==> config.mk <==
export PLATFORM = sky130hd
export DESIGN_NAME = serial_add_sub
export DESIGN_NICKNAME = d
export VERILOG_FILES = /design/src/rtl/serial_add_sub.sv
export SDC_FILE = /design/constraint.sdc
export NUM_CORES = 1
export LEC_CHECK = 0
export CAP_MARGIN = 20
export CELL_PAD_IN_SITES_DETAIL_PLACEMENT = 1
export CELL_PAD_IN_SITES_GLOBAL_PLACEMENT = 1
export CORE_MARGIN = 1.5
export CORE_UTILIZATION = 30
export DETAILED_ROUTE_END_ITERATION = 6
export PLACE_DENSITY = 0.62
export SLEW_MARGIN = 20
export SYNTH_ARGS = -nofsm -noshare
export SYNTH_HDL_FRONTEND = slang
export SYNTH_SLANG_ARGS = --single-unit
==> constraint.sdc <==
create_clock -name clk -period 1.8 [get_ports clk]
set_clock_uncertainty 0.05 [all_clocks]
set_input_delay 0.36 -clock clk [delete_from_list [all_inputs] [get_ports clk]]
set_output_delay 0.36 -clock clk [all_outputs]
set_load 0.1 [all_outputs]
==> src/rtl/serial_add_sub.sv <==
// Digit-serial add/subtract: out = a + b (control=0) or a - b (control=1), DIGIT bits per cycle; define SERIAL_ADD_SUB_SAT_EN to clamp on signed overflow.
// Latency: out_valid rises WIDTH/DIGIT edges after the accepting edge; one op per WIDTH/DIGIT+2 cycles at best.
// Backpressure: result, cout and ovf hold in DONE until out_ready; in_ready stays low until the result is taken.
module serial_add_sub #(
    parameter int WIDTH = 16,
    parameter int DIGIT = 4
) (
    input  logic             clk,
    input  logic             rst_n,
    input  logic             in_valid,
    output logic             in_ready,
    input  logic [WIDTH-1:0] a,
    input  logic [WIDTH-1:0] b,
    input  logic             control,
    output logic             out_valid,
    input  logic             out_ready,
    output logic [WIDTH-1:0] out,
    output logic             cout,
    output logic             ovf
);

    localparam int N     = WIDTH / DIGIT;
    localparam int CNT_W = (N > 1) ? $clog2(N) : 1;

    typedef enum logic [1:0] {IDLE, CALC, DONE} state_t;

    state_t             state, state_nxt;
    logic [WIDTH-1:0]   a_sh, b_sh, acc;
    logic               carry;
    logic [CNT_W-1:0]   cnt;
    logic [DIGIT:0]     slice;
    logic               msb_cin;
    logic               last;
    logic               raw_ovf;
    logic [WIDTH-1:0]   acc_nxt;
    logic [WIDTH-1:0]   res_final;

    assign slice   = {1'b0, a_sh[DIGIT-1:0]} + {1'b0, b_sh[DIGIT-1:0]} + {{DIGIT{1'b0}}, carry};
    // Carry into the slice MSB recovered from the sum bit; only meaningful on the final digit.
    assign msb_cin = slice[DIGIT-1] ^ a_sh[DIGIT-1] ^ b_sh[DIGIT-1];
    assign raw_ovf = msb_cin ^ slice[DIGIT];
    assign last    = (cnt == CNT_W'(N - 1));
    assign acc_nxt = (acc >> DIGIT) | (WIDTH'(slice[DIGIT-1:0]) << (WIDTH - DIGIT));

`ifdef SERIAL_ADD_SUB_SAT_EN
    // On the final digit a_sh[DIGIT-1] is the original sign of A.
    always_comb begin
        res_final = acc_nxt;
        if (raw_ovf) begin
            res_final = a_sh[DIGIT-1] ? {1'b1, {(WIDTH-1){1'b0}}} : {1'b0, {(WIDTH-1){1'b1}}};
        end
    end
`else
    assign res_final = acc_nxt;
`endif

    always_ff @(posedge clk or negedge rst_n) begin
        if (!rst_n) state <= IDLE;
        else        state <= state_nxt;
    end

    always_comb begin
        state_nxt = state;
        case (state)
            IDLE:    if (in_valid) state_nxt = CALC;
            CALC:    if (last) state_nxt = DONE;
            DONE:    if (out_ready) state_nxt = IDLE;
            default: state_nxt = IDLE;
        endcase
    end

    always_comb begin
        in_ready  = (state == IDLE);
        out_valid = (state == DONE);
    end

    always_ff @(posedge clk or negedge rst_n) begin
        if (!rst_n) begin
            a_sh  <= '0;
            b_sh  <= '0;
            acc   <= '0;
            carry <= 1'b0;
            cnt   <= '0;
            out   <= '0;
            cout  <= 1'b0;
            ovf   <= 1'b0;
        end else if (state == IDLE && in_valid) begin
            a_sh  <= a;
            b_sh  <= b ^ {WIDTH{control}};
            carry <= control;
            cnt   <= '0;
        end else if (state == CALC) begin
            a_sh  <= a_sh >> DIGIT;
            b_sh  <= b_sh >> DIGIT;
            acc   <= acc_nxt;
            carry <= slice[DIGIT];
            cnt   <= cnt + CNT_W'(1);
            if (last) begin
                out  <= res_final;
                cout <= slice[DIGIT];
                ovf  <= raw_ovf;
            end
        end
    end

endmodule

After elaboration in Yosys (flattened, before gate mapping)
Cells that the tools add are included.
W data, S select, Z words.
- RAM bits: 0
- latch bits: 0
- memories kept: 0
- bits in registers: 71
- word-level logic and storage cells: 42
- bits in read-only memories: 0
- input port bits: 37
- output and inout bits: 20
- bitwise gates (word level): 6
- add/sub/neg operators: 3
- shift-type cells: 0
- muxes and demuxes: 12
- $mul: 0
- divide/modulo/power cells: 0
- reductions and logical operators: 6
- eq/ne operators: 6
- magnitude comparators: 0
- operator list (operator ; number):
    $mux W16 ; 4
    $or A12 B16 Y16 ; 1
    $xor A16 B16 Y16 ; 1
    $mux W2 ; 5
    $pmux W2 S3 ; 1
    $reduce_and A3 Y1 ; 2
    $add A4 B4 Y5 ; 1
    $add A5 B1 Y5 ; 1
    $eq A2 B2 Y1 const B ; 2
    $ne A2 B2 Y1 const B ; 2
    $xor A1 B1 Y1 ; 3
    $add A2 B1 Y2 const B ; 1
    $eq A2 B1 Y1 const B ; 1
    $logic_not A2 Y1 ; 1
    $mux W1 ; 2
    $ne A2 B1 Y1 const B ; 1
    $reduce_and A2 Y1 ; 1
    $reduce_bool A2 Y1 ; 1
    $logic_and A1 B1 Y1 ; 1
    $not A1 Y1 ; 1

Depth between registers and ports, before layout
Gate-level depths: netlist (run 1).
- depth after elaboration: 5
- mapped depth: 8
- mapped depth without buffers: 8

Least setup slack after synthesis (run 1)
No wires, ideal clock.
- path type: register to register
- from: register state[0]
- to: register b_sh[2]
- required time: 1.624 ns
- path slack: -0.418 ns
- stages on the path, launching flop included: 7
- setup time: 0.126 ns
- clock period less this slack: 2.218 ns
- buffers on the path: 2
- data arrival time: 2.042 ns
- cell sequence: dfrtp_1 nor2_2 and2_1 buf_4 nor2_4 buf_6 a221o_1
- cells in the longest elaborated chain, start to end: 3
- elaborated cells between the ends (all ways): 5
- those cells by class: eq/ne: 1; mux: 1; reduce/logical: 3
- RTL lines (what ; RTL line ; source):
    start: declaration ; 27 ; state_t state, state_nxt;
    start signal: assignment ; 59 ; else state <= state_nxt;
    $logic_not A2 Y1 * ; n/a ;
    via in_ready ; 11 ; output logic in_ready,
    $logic_and A1 B1 Y1 * ; 87 ; end else if (state == IDLE && in_valid) begin
    $mux W16 or $reduce_bool A2 Y1 (tied branches) ; n/a ;
    end signal: assignment ; 89 ; b_sh <= b ^ {WIDTH{control}};
    end signal: assignment ; 94 ; b_sh <= b_sh >> DIGIT;
    end: declaration ; 28 ; logic [WIDTH-1:0] a_sh, b_sh, acc;
Mark *: on every way through the listed nets, which the timed path passes. The rest lies on a longest branch.
A chain may end at the register's enable or synchronous reset.

Worst setup path in the final report (run 1)
- from: register carry
- to: register ovf
- cells in the longest elaborated chain, start to end: 4
- RTL lines (what ; RTL line ; source):
    start: declaration ; 29 ; logic carry;
    start signal: assignment ; 90 ; carry <= control;
    start signal: assignment ; 96 ; carry <= slice[DIGIT];
    $add A5 B1 Y5 * ; 38 ; assign slice = {1'b0, a_sh[DIGIT-1:0]} + {1'b0, b_sh[DIGIT-1:0]} + {{DIGIT{1'b0}}, carry};
    $xor A1 B1 Y1 (2 in series) ; 40 ; assign msb_cin = slice[DIGIT-1] ^ a_sh[DIGIT-1] ^ b_sh[DIGIT-1];
    $xor A1 B1 Y1 * ; 41 ; assign raw_ovf = msb_cin ^ slice[DIGIT];
    end signal: assignment ; 101 ; ovf <= raw_ovf;
    end: declaration ; 19 ; output logic ovf
Every way passes the cells marked *; elsewhere a longest branch is shown, timed or not.

==> flow_metrics.env, run 1 <==
export IMPL_syn_area_per_cell_um2=10.97
export IMPL_fin_setup_tns_ns=-0.08379
export IMPL_num_vias=2190
export IMPL_path_class="reg -> reg"
export IMPL_clockRootBuffer="clkbuf_8"
export IMPL_antenna_found_initial=0
export IMPL_placementRows=36
export IMPL_cts_tree="done"
export IMPL_numPortBuffers=56
export IMPL_setup_violations=1
export IMPL_drt_initial_drc_count=71
export IMPL_grt_max_degree=68
export IMPL_hpwl_um=4742
export IMPL_ys_types=29
export IMPL_path_max_fanout=2
export IMPL_ys_ff_latch=67
export IMPL_status="finished with violations"
export IMPL_nets=383
export IMPL_start_kind="register"
export IMPL_initial_core_util=0.3077
export IMPL_maxCapViolCount=0
export IMPL_rsz0062_at_grt="true"
export IMPL_vias_per_cell=4.591
export IMPL_layout_drive_gt1_share=0.2209
export IMPL_syn_area_mm2=0.002994
export IMPL_post_drt_wl_per_cell_um=14.65
export IMPL_ant_nets=0
export IMPL_drt_pass1_iter_count=4
export IMPL_slew_violations=0
export IMPL_hold_path_depth=2
export IMPL_cts_sinks=67
export IMPL_async_flop_share=1.000
export IMPL_grt_use_total=0.1447
export IMPL_dieHeight_um=102.9
export IMPL_hold_viol_final=0
export IMPL_clock_path_buffers=2
export IMPL_antennaDiodeCount=0
export IMPL_slew_headroom=0.7172
export IMPL_yosysWarnings=0
export IMPL_violations="negative setup slack"
export IMPL_clock_latency_ns=0.34
export IMPL_worst_slew_pin_slew_ns=0.4231
export IMPL_cts_buffers=9
export IMPL_cp_end_kind="register"
export IMPL_grt_pass1_vias=2312
export IMPL_syn_to_final_growth_pct=41.08
export IMPL_fp_dieArea_mm2=0.01059
export IMPL_setup_ws_ns=-0.08379
export IMPL_cts_htree_levels=3
export IMPL_max_freq_mhz=530.8
export IMPL_ys_flop_type="dfrtp_1"
export IMPL_synth_edff_count=0
export IMPL_netlist_instances=273
export IMPL_period_share=1.047
export IMPL_routed_wl_um=6986
export IMPL_syn_num_nets=316
export IMPL_clk_pin_slew_worst_paths_ns=0.08
export IMPL_hold_path_class="reg -> reg"
export IMPL_ios=57
export IMPL_die_x_um=102.9
export IMPL_finalWeightedCongestion=0.7039
export IMPL_overflow=0
export IMPL_reg2reg_depth=8
export IMPL_layout_min_cycle_time_ns=1.884
export IMPL_worstPathArrival_ns=2.04
export IMPL_core_area_mm2=0.009729
export IMPL_drc=0
export IMPL_seq_area_frac_synth=0.5600
export IMPL_grt_pass1_wl_um=11470
export IMPL_pre_cts_ws_ns=-0.08152
export IMPL_required_ns=1.96
## placed cells by master, fill, tap and decap left out, drive strengths merged, types with 2 or more instances in the layout
cell type / n
nand2: 70
dfrtp: 67
buf: 38
clkdlybuf4s50: 35
o21ai: 21
xnor2: 19
nor2: 15
a221o: 13
mux2: 13
a22oi: 12
clkbuf: 12
nand3: 4
ha: 4
inv: 4
nand2b: 3
fa: 2
clkinv: 2
xor2: 2
## critical path, cell delays in order (launching register included)
cell	delay [ns]
dfrtp_1	0.40
fa_2	0.24
inv_2	0.04
fa_2	0.35
nand2b_4	0.16
o2bb2ai_4	0.15
xnor2_2	0.14
xnor2_1	0.15
o21ai_1	0.07
## cell families (layout without fill, tap and decap cells)
family          Yosys count  after routing  share of synthesized area
fa+ha+maj                 6              6                    0.03009
xor+xnor                 21             21                    0.06143
flops                    67             67                     0.5600
compound gates           49             49                     0.1170
simple gates             95             95                     0.1312
buf+inv                  22             93                    0.04012
mux                      13             13                    0.06017
## flip-flops by register name, indices dropped and copies added, names as in the netlist
signal / count
cnt: 2
ovf: 1
acc: 12
b_sh: 16
state: 2
cout: 1
carry: 1
a_sh: 16
out: 16
## per-layer routing
| metal | global-route usage | share of wire |
|---|---|---|
| met1 | 0.1831 | 0.45 |
| met2 | 0.2460 | 0.50 |
| met3 | 0.03322 | 0.039 |
| met4 | 0.04678 | 0.013 |
| met5 | 0 | 0 |
## path summary, 6_finish.rpt
check	from	to	slack, ns
max in group asynchronous	rst_n	a_sh[0]	0.87
worst max-delay path	carry	ovf	-0.08
worst min register to register	acc[6]	acc[6]	0.43
worst max register to register	carry	ovf	-0.08
worst min-delay path	acc[6]	acc[6]	0.43
min in group asynchronous	rst_n	out[3]	0.52
## stage by stage
stage / utilization / area (um^2) / instances / hold slack [ns]
after detailed placement: 0.4096 / 3985 / 459 / 0.3610
after CTS: 0.4309 / 4193 / 477 / 0.4323
final: 0.4342 / 4224 / 477 / 0.4251
after global placement: 0.4096 / 3985 / 459 / 0.3620
after global routing: 0.4342 / 4224 / 477 / 0.4652
after floorplan: - / 3014 / 273 / 0.01441
## synthesized netlist by cell type, types with 2 or more instances
library cell / n / area, um^2
a221o_1: 13 / 130.1
a22oi_1: 12 / 90.09
buf_2: 6 / 30.03
buf_4: 4 / 30.03
buf_6: 2 / 22.52
clkbuf_1: 6 / 22.52
dfrtp_1: 67 / 1677
fa_1: 2 / 40.04
ha_1: 4 / 50.05
inv_1: 4 / 15.01
mux2_2: 4 / 45.04
mux2_4: 9 / 135.1
nand2_1: 69 / 259.0
nand2b_1: 3 / 18.77
nand3_1: 4 / 20.02
nor2_1: 13 / 48.80
o21ai_0: 17 / 85.08
o21ai_1: 4 / 20.02
xnor2_1: 19 / 166.4
xor2_1: 2 / 17.52
## final cells by class
class,count,area (um^2)
tap,133,166.4
sequential,67,1677
fill,1072,5505
clock inverter,3,40.04
inverter,4,15.01
multi-input combinational,184,1260
clock buffer,12,135.1
timing repair buffer,74,930.9
## repair_timing
| action | 4_1_cts | 5_1_grt |
|---|---|---|
| gates resized for setup | 1 | 5 |
| setup buffers | 2 | 0 |
| pin swaps | 3 | 6 |
| endpoints found under the setup margin | 3 | 5 |
| hold buffers | 1 | 0 |
| hold endpoints to repair | 29 | 0 |
Power of run 1 is not shown: default switching activity piles up to over one toggle a cycle in this logic, so the estimate is an artifact.
==> run 2, diff against run 1 <==
- PLACE_DENSITY: 0.62 -> 0.61
- RECOVER_POWER: not set -> 100
==> flow_metrics.env, run 2 (synthesis results as in run 1) <==
export IMPL_drc=0
export IMPL_hold_path_class="reg -> reg"
export IMPL_finalWeightedCongestion=0.7030
export IMPL_clockRootBuffer="clkbuf_8"
export IMPL_grt_max_degree=68
export IMPL_path_class="reg -> reg"
export IMPL_numPortBuffers=56
export IMPL_layout_common_cells="69 x nand2_1, 67 x dfrtp_1, 35 x clkdlybuf4s50_1, 20 x clkbuf_2"
export IMPL_slew_headroom=0.3810
export IMPL_reg_largest_list="a_sh (16), b_sh (16), out (16)"
export IMPL_cts_tree="done"
export IMPL_required_ns=1.97
export IMPL_fp_dieArea_mm2=0.01059
export IMPL_max_freq_mhz=541.7
export IMPL_layout_drive_gt1_share=0.2254
export IMPL_dieHeight_um=102.9
export IMPL_fin_area_mm2=0.003945
export IMPL_hpwl_um=4750
export IMPL_ant_nets=0
export IMPL_setup_ws_ns=-0.04617
export IMPL_cts_sinks=67
export IMPL_drt_pass1_iter_count=4
export IMPL_hold_viol_final=0
export IMPL_clock_path_buffers=2
export IMPL_grt_use_total=0.1383
export IMPL_layout_min_cycle_time_ns=1.846
export IMPL_antenna_found_initial=0
export IMPL_clock_latency_ns=0.34
export IMPL_core_area_mm2=0.009729
export IMPL_cts_htree_levels=3
export IMPL_cp_end_kind="register"
export IMPL_antennaDiodeCount=0
export IMPL_worstPathArrival_ns=2.01
export IMPL_cts_buffers=9
export IMPL_clk_pin_slew_worst_paths_ns=0.07
export IMPL_period_share=1.026
export IMPL_initial_core_util=0.3077
export IMPL_worst_slew_pin_slew_ns=0.9284
export IMPL_routed_wl_um=6753
export IMPL_nets=384
export IMPL_drt_initial_drc_count=50
export IMPL_grt_pass1_vias=2339
export IMPL_maxCapViolCount=0
export IMPL_die_x_um=102.9
export IMPL_post_drt_wl_per_cell_um=14.10
export IMPL_ios=57
export IMPL_grt_pass1_wl_um=11160
export IMPL_overflow=0
export IMPL_fin_hold_ws_ns=0.4207
export IMPL_mostFrequentLayoutCell="nand2_1"
export IMPL_fin_setup_tns_ns=-0.04617
export IMPL_placementRows=36
export IMPL_start_kind="register"
export IMPL_fillers=1131
export IMPL_path_max_fanout=2
export IMPL_num_vias=2165
export IMPL_rsz0062_at_grt="true"
export IMPL_status="finished with violations"
export IMPL_vias_per_cell=4.520
export IMPL_slew_violations=0
export IMPL_violations="negative setup slack"
export IMPL_setup_violations=1
export IMPL_syn_to_final_growth_pct=31.76
export IMPL_postPlaceCellArea_mm2=0.003998
==> run 2: cell types whose count changed in the layout (fill, tap and decap cells not counted), sizes merged <==
cell,change
clkinvlp,+1
clkbuf,+22
buf,-21
==> run 2: per-stage QoR <==
step           cells  utilization  setup WS [ns]
2_1_floorplan    273            -       -0.08660
3_3_place_gp     459       0.4109      -0.007900
3_5_place_dp     459       0.4109       -0.07498
4_1_cts          479       0.4389       -0.02893
5_1_grt          479       0.4055        -0.1426
6_report         479       0.4055       -0.04617
==> run 2: path summary, 6_finish.rpt <==
check	cells after the start	start	slack, ns	to
min in group asynchronous	3	rst_n	0.76	out[0]
worst min-delay path	2	acc[7]	0.42	acc[7]
worst max register to register	8	carry	-0.05	ovf
worst min register to register	2	acc[7]	0.42	acc[7]
worst max-delay path	8	carry	-0.05	ovf
max in group asynchronous	3	rst_n	0.32	acc[10]
==> run 2: repair_timing <==
item                                    4_1_cts  5_1_grt
pin swaps                                     3        0
resized for setup                             4        0
endpoints found under the setup margin        2        4
endpoints found under the hold margin        28        0
hold buffers                                  1        0
setup buffers                                 3        0
==> run 2: critical path: stages, from the launching register on <==
cell       delay, ns
dfrtp_1         0.40
fa_2            0.40
inv_2           0.06
fa_2            0.19
nand2b_4        0.13
o2bb2ai_4       0.14
xnor2_2         0.14
xnor2_1         0.13
o21ai_1         0.07
==> run 2: area by class of cell <==
type                       instances  area, um^2  share of cell area
inverter                           4       15.01            0.003806
tap                              133       166.4             0.04218
timing repair buffer              75       625.6              0.1586
clock buffer                      12       165.2             0.04186
multi-input combinational        184        1249              0.3165
sequential                        67        1677              0.4250
clock inverter                     4       47.55             0.01205
==> run 2: layer usage <==
metal	track usage	up-vias	share of wire
met3	0.04271	10	0.044
met1	0.1670	1053	0.44
met2	0.2409	49	0.50
met4	0.03430	0	0.014
li1	-	1053	-
met5	0	-	0
Power of run 2 is left out for the same reason.
==> run 3, diff against run 2 <==
- CAP_MARGIN: 20 -> 5
==> results of run 3 <==
No change in the layout: final DEF, timing and power equal those of run 2.
Power of run 3 is left out for the same reason.
